--- config.mk ---
export PLATFORM = sky130hd
export DESIGN_NAME = nand_truth_sequencer
export DESIGN_NICKNAME = d
export VERILOG_FILES = /design/src/rtl/nand_truth_sequencer.sv
export SDC_FILE = /design/constraint.sdc
export NUM_CORES = 1
export LEC_CHECK = 0
export BUFFER_PORTS_ARGS = -buffer_cell sky130_fd_sc_hd__buf_2
export CORE_MARGIN = 3
export CORE_UTILIZATION = 59
export DETAILED_ROUTE_END_ITERATION = 6
export PLACE_DENSITY = 0.82
export SLEW_MARGIN = 10
export SYNTH_ARGS = -nofsm -noshare
export SYNTH_HDL_FRONTEND = slang
export SYNTH_SLANG_ARGS = --single-unit
export TNS_END_PERCENT = 50
--- constraint.sdc ---
create_clock -name clk -period 6.8 [get_ports clk]
set_clock_uncertainty 0.05 [all_clocks]
set_input_delay 1.36 -clock clk [delete_from_list [all_inputs] [get_ports clk]]
set_output_delay 1.36 -clock clk [all_outputs]
set_load 0.05 [all_outputs]
--- src/rtl/nand_truth_sequencer.sv ---
`default_nettype none
// ============================================================================
// Module   : nand_truth_sequencer
// Brief    : Sweeps {A,B} through 00,01,10,11 and checks the gate output Q
//            against the EXPECT truth table. Optional: NANDSEQ_STOP_ON_ERR_EN.
// Revision : 1.0
// ============================================================================
module nand_truth_sequencer #(
    parameter int         HOLD_CYCLES = 20,
    parameter logic [3:0] EXPECT      = 4'b0111
) (
    input  logic       clk,
    input  logic       rst_n,
    input  logic       start,
    input  logic       Q,
    output logic       A,
    output logic       B,
    output logic       busy,
    output logic       done,
    output logic       pass,
    output logic [2:0] err_count,
    output logic [3:0] err_mask
);

    localparam int            CW       = (HOLD_CYCLES > 1) ? $clog2(HOLD_CYCLES) : 1;
    localparam logic [CW-1:0] c_RELOAD = CW'(HOLD_CYCLES - 1);

    localparam logic [1:0] c_IDLE  = 2'd0;
    localparam logic [1:0] c_DRIVE = 2'd1;
    localparam logic [1:0] c_DONE  = 2'd2;

    logic [1:0]    r_state;
    logic [1:0]    r_vec;
    logic [CW-1:0] r_cnt;

    logic          w_miss;
    logic [3:0]    w_mask_next;
    logic [2:0]    w_count_next;
    logic          w_finish;

    // X/Z on Q must register as a mismatch, hence case-inequality.
    assign w_miss       = (Q !== EXPECT[r_vec]);
    assign w_mask_next  = err_mask | (4'(w_miss) << r_vec);
    assign w_count_next = err_count + 3'(w_miss);

`ifdef NANDSEQ_STOP_ON_ERR_EN
    assign w_finish = w_miss || (r_vec == 2'd3);
`else
    assign w_finish = (r_vec == 2'd3);
`endif

    always_ff @(posedge clk or negedge rst_n) begin
        if (!rst_n) begin
            r_state   <= c_IDLE;
            r_vec     <= 2'd0;
            r_cnt     <= '0;
            A         <= 1'b0;
            B         <= 1'b0;
            busy      <= 1'b0;
            done      <= 1'b0;
            pass      <= 1'b0;
            err_count <= 3'd0;
            err_mask  <= 4'd0;
        end else begin
            case (r_state)
                c_IDLE, c_DONE: begin
                    if (start) begin
                        r_state   <= c_DRIVE;
                        r_vec     <= 2'd0;
                        r_cnt     <= c_RELOAD;
                        A         <= 1'b0;
                        B         <= 1'b0;
                        busy      <= 1'b1;
                        done      <= 1'b0;
                        pass      <= 1'b0;
                        err_count <= 3'd0;
                        err_mask  <= 4'd0;
                    end
                end
                c_DRIVE: begin
                    if (r_cnt != '0) begin
                        r_cnt <= r_cnt - CW'(1);
                    end else begin
                        err_count <= w_count_next;
                        err_mask  <= w_mask_next;
                        if (w_finish) begin
                            r_state <= c_DONE;
                            A       <= 1'b0;
                            B       <= 1'b0;
                            busy    <= 1'b0;
                            done    <= 1'b1;
                            pass    <= (w_count_next == 3'd0);
                        end else begin
                            r_vec    <= r_vec + 2'd1;
                            {A, B}   <= r_vec + 2'd1;
                            r_cnt    <= c_RELOAD;
                        end
                    end
                end
                default: r_state <= c_IDLE;
            endcase
        end
    end

endmodule
`default_nettype wire
== Yosys cells after proc, flatten, opt, wreduce, memory -nomap -nowiden ==
Index checks and enable logic that the tools add are counted.

* Input port bits: 4
* Word-level logic and storage cells: 72
* Bits in registers: 21
* Output and inout bits: 12

* Shift operators: 1
* Reduce and logical (&&, ||, !) cells: 10
* Mux-type cells: 37
* $add $sub $neg: 3
* Bitwise operators: 1
* Equal/unequal tests: 9
* Magnitude comparators: 1

{| class="wikitable"
|+ Operators by type and width
! kind !! count
|-
| 5-bit 2-to-1 mux || 3
|-
| 1-bit 2-to-1 mux || 13
|-
| 2-bit 2-to-1 mux || 6
|-
| 1-bit case mux with 2 select lines || 5
|-
| 5-bit case mux with 2 select lines || 1
|-
| 3-bit AND reduction || 3
|-
| 4-bit 2-to-1 mux || 2
|-
| 2-bit != test, second input constant || 4
|-
| 2-bit case mux with 2 select lines || 2
|-
| 4-bit case mux with 2 select lines || 1
|-
| 4-bit AND reduction || 2
|-
| 3-bit 2-to-1 mux || 2
|-
| 3-bit case mux with 2 select lines || 1
|-
| 5-bit nonzero test || 1
|-
| 5-bit by 1-bit subtractor with 5-bit output, second input constant || 1
|-
| 2-bit equality test, second input constant || 2
|-
| 4-bit OR || 1
|-
| 1-bit by 2-bit << shifter with 4-bit output || 1
|-
| 3-bit by 1-bit adder with 3-bit output || 1
|-
| 3-bit logical NOT || 1
|-
| 2-bit by 3-bit < comparator with 1-bit output, second input constant || 1
|-
| 3-bit != test, second input constant || 1
|-
| 2-bit by 1-bit adder with 2-bit output, second input constant || 1
|-
| 1-bit binary-select mux with 2-bit select || 1
|-
| other kinds (5) || 5
|}

== Depth between registers and ports, before layout ==
* Depth after elaboration: 8
* Gate-level depth with buffers: 8
* Gate-level depth less buffers: 7

== Worst setup path before layout ==
No wires, ideal clock.

* Path kind: input port to flip-flop
* Start point: input port Q
* End point: register pass
* Setup time: 0.076 ns
* Data arrival time: 2.588 ns
* Stages: 5
* Path buffers: 0
* Slack: 4.086 ns
* Data required time: 6.674 ns
* Path through: xnor2_1 > ha_1 > ha_1 > or4_1 > o21ai_1

* Longest elaborated chain between the ends: 6

{| class="wikitable"
|+ RTL lines
! what !! line !! text
|-
| start, declared || 15 || <nowiki>input logic Q,</nowiki>
|-
| 1-bit case inequality test || 42 || <nowiki>assign w_miss = (Q !== EXPECT[r_vec]);</nowiki>
|-
| 3-bit by 1-bit adder with 3-bit output || 44 || <nowiki>assign w_count_next = err_count + 3'(w_miss);</nowiki>
|-
| 3-bit logical NOT || 92 || <nowiki>pass <= (w_count_next == 3'd0);</nowiki>
|-
| 1-bit 2-to-1 mux || 86 || <nowiki>if (w_finish) begin</nowiki>
|-
| 1-bit 2-to-1 mux || 81 || <nowiki>if (r_cnt != '0) begin</nowiki>
|-
| 1-bit case mux with 2 select lines || 65 || <nowiki>case (r_state)</nowiki>
|-
| end signal, assigned || 92 ||
|-
| end, declared || 20 || <nowiki>output logic pass,</nowiki>
|}

No other way between the ends. The select of a mux whose other input is x is not followed.
A chain may end at the register's enable or synchronous reset.

== Worst setup path in the final report ==
Ends and elaborated chain as after synthesis.

==> results.yml <==
critical_path:
  critical_path_class: "primary input to flip-flop"
  worstSetupEndpoint: "pass"
  startpoint: "Q"
  reg2regPathDepth: 6
  critPathLaunchType: "primary input"
  path_buf_inv: 1
  reg2reg_slack_ns: 4.40
  crit_required_ns: 6.97
  cp_data_arrival_time_ns: 2.83
  cp-end-kind: "flip-flop"
  slowest_delay_ns: 0.51
  path_cells: "buf_2, xnor2_1, ha_1, ha_1, or4_1, o21ai_1"
  cp_common_cell: "ha_1"
  crit_slowest_cell: "or4_1"
  cp.depth: 6
  timing.rr.end: "pass"
  worst-path-max-fanout: 4
  reg2reg_from: "r_vec[0]"
  crit_family: "simple AND/OR/NAND/NOR gates"
yosys:
  synth.most_common_cell: "dfrtp_1"
  synth_area_leaders: "dfrtp_1, mux2i_1, a32o_1"
  synth_edf_count: 0
  synth_cell_types: 35
  synthArstFlopShare: 1.000
  yosysTopAreaCellShare: 0.4867
  syn_avg_cell_area_um2: 10.69
  syn_nets: 109
  ys.warnings.count: 0
  syn_inst: 101
  seq_area_frac_synth: 0.4867
  ys_ff_latch: 21
  synth-main-ff-cell: "dfrtp_1"
  syn_area_mm2: 0.001080
  yosys.area.top_type: "dfrtp_1"
  synth_commonest_cells: "dfrtp_1, nand2_1, inv_1, mux2i_1"
sta:
  finalHoldViolCount: 0
  period_needed_ns: 2.658
  fin_crit_sh: 0.3909
  tns_ns: 0
  relSlewSlack: 0.5097
  worstMarginPinSlew_ns: 0.7323
  finalMaxSlewViolations: 0
  fmax_mhz: 376.2
  rsz0062_at_grt: "no"
  finalSetupViolations: 0
clock_network:
  cts_setup_buffers: 0
  clockRootBuffer: "clkbuf_4"
  numCtsBuffers: 3
  ctsResizeCount: 0
  htree_levels: 1
  cts-hold-fix-buffers: 0
  clock_sinks: 21
  cts_tree: "built"
  clk_latency_ns: 0.30
  clk_path_buf_depth: 2
  clk_pin_slew_ns: 0.13
placed_design:
  place.gp.congestion: 0.8134
  dp_hpwl_um: 1378
  numPortBuffers: 15
  placedCellCount: 133
final_layout:
  antennaDiodeCount: 0
  syn_to_final_growth_pct: 8.111
  fillCellCount: 131
  drive_gt1_frac: 0.2212
  stdcell_count: 137
  fin_nets: 122
routing:
  dr_wl_met2_um: 949
  vias: 779
  wl_met3_um: 79
  drc: 0
  drtPass1Iterations: 4
  wirelength_um: 1947
  antenna_left: 0
  drt-initial-drc-count: 13
  wirelength_met1_um: 902
  drt-wirelength-per-cell_um: 14.21
  top_layer: "met4"
  vias_per_cell: 5.686
global_route:
  first_global_vias: 805
  grt_pass1_wl_um: 3581
  grtUsageTotal: 0.1895
  grt_max_degree: 22
  gr-total-overflow: 0
  antenna_found_initial: 0
floorplan:
  die_h_um: 48.78
  ios: 16
  std_cell_rows: 14
  coreArea_mm2: 0.001612
  die_w_um: 48.78
  die_area_mm2: 0.002379
  start_util: 0.6700
power:
  peakVddDrop_v: 0.0002741
  p_per_area_mw_per_mm2: 472.5
  p_leak_nw: 0.5774
status:
  status: "complete, no violations"
flow_run:
  maxCapViolCount: 0
min_path:
  holdCritPathClass: "flip-flop to flip-flop"
layout make-up:
type,instances,area (um2),area share
Timing Repair Buffer,15,75.07,0.06431
Inverter,8,30.03,0.02572
Clock inverter,1,5.005,0.004287
Multi-Input combinational cell,65,479.2,0.4105
Tap cell,24,30.03,0.02572
Clock buffer,3,22.52,0.01929
Sequential cell,21,525.5,0.4502
layout by cell type (no fill, tap or decap), types with 2 or more instances in the layout:
cell	instances
dfrtp_1	21
buf_2	15
nand2_1	10
inv_1	8
mux2i_1	6
a32o_1	5
o21ai_0	5
nand3_1	4
ha_1	4
nand2b_1	3
nor2_1	3
nor3_1	3
clkbuf_4	3
a31oi_1	2
and3_2	2
logic make-up after synthesis:
logic type                 count (synthesis)  share of synthesized area
and+or+nand+nor                           32                     0.1785
buffers and inverters                     15                    0.06951
DFF                                       21                     0.4867
adders and majority gates                  4                    0.04635
muxes                                      6                    0.05562
AOI/OAI and AO/OA                         21                     0.1472
xor gates and xnor gates                   2                    0.01623
power by group:
group	leakage (nW)	internal, mW	switching, mW
registers	0.267	0.171	0.0418
clock network	0.0177	0.0219	0.0374
logic	0.293	0.0920	0.187
per-layer routing:
layer	track usage	vias up
met1	0.2445	375
li1	-	386
met4	0.05213	0
met3	0.03364	2
met5	0	-
met2	0.3258	16
sequential cells by signal (all words and copies together) (netlist names):
name / flops
done: 1
pass: 1
err_count: 3
B: 1
r_vec: 2
r_state: 2
A: 1
r_cnt: 5
err_mask: 4
busy: 1
how the worst min path moves through the flow:
stage	slack [ns]	to	depth (start not counted)	start
after floorplan	0.46	r_state[1]	1	r_state[0]
after global placement	0.42	err_mask[3]	1	err_mask[3]
after detailed placement	0.43	err_mask[2]	1	err_mask[2]
after CTS	0.45	err_mask[2]	1	err_mask[2]
after global routing	0.48	err_mask[0]	1	err_mask[0]
final	0.45	err_mask[3]	1	err_mask[3]
metrics by stage:
stage	instance area [um2]	setup WS [ns]	hold slack, ns	total power [mW]	util
final	1167	4.142	0.4517	0.5516	0.7244
after detailed placement	1140	3.860	0.4259	0.4955	0.7073
after global routing	1167	4.077	0.4797	0.5995	0.7244
after global placement	1140	3.912	0.4236	0.4854	0.7073
after CTS	1167	4.156	0.4541	0.5525	0.7244
after floorplan	1080	4.086	0.4568	0.4404	-
No activity file was read; power rests on OpenSTA's default activity.
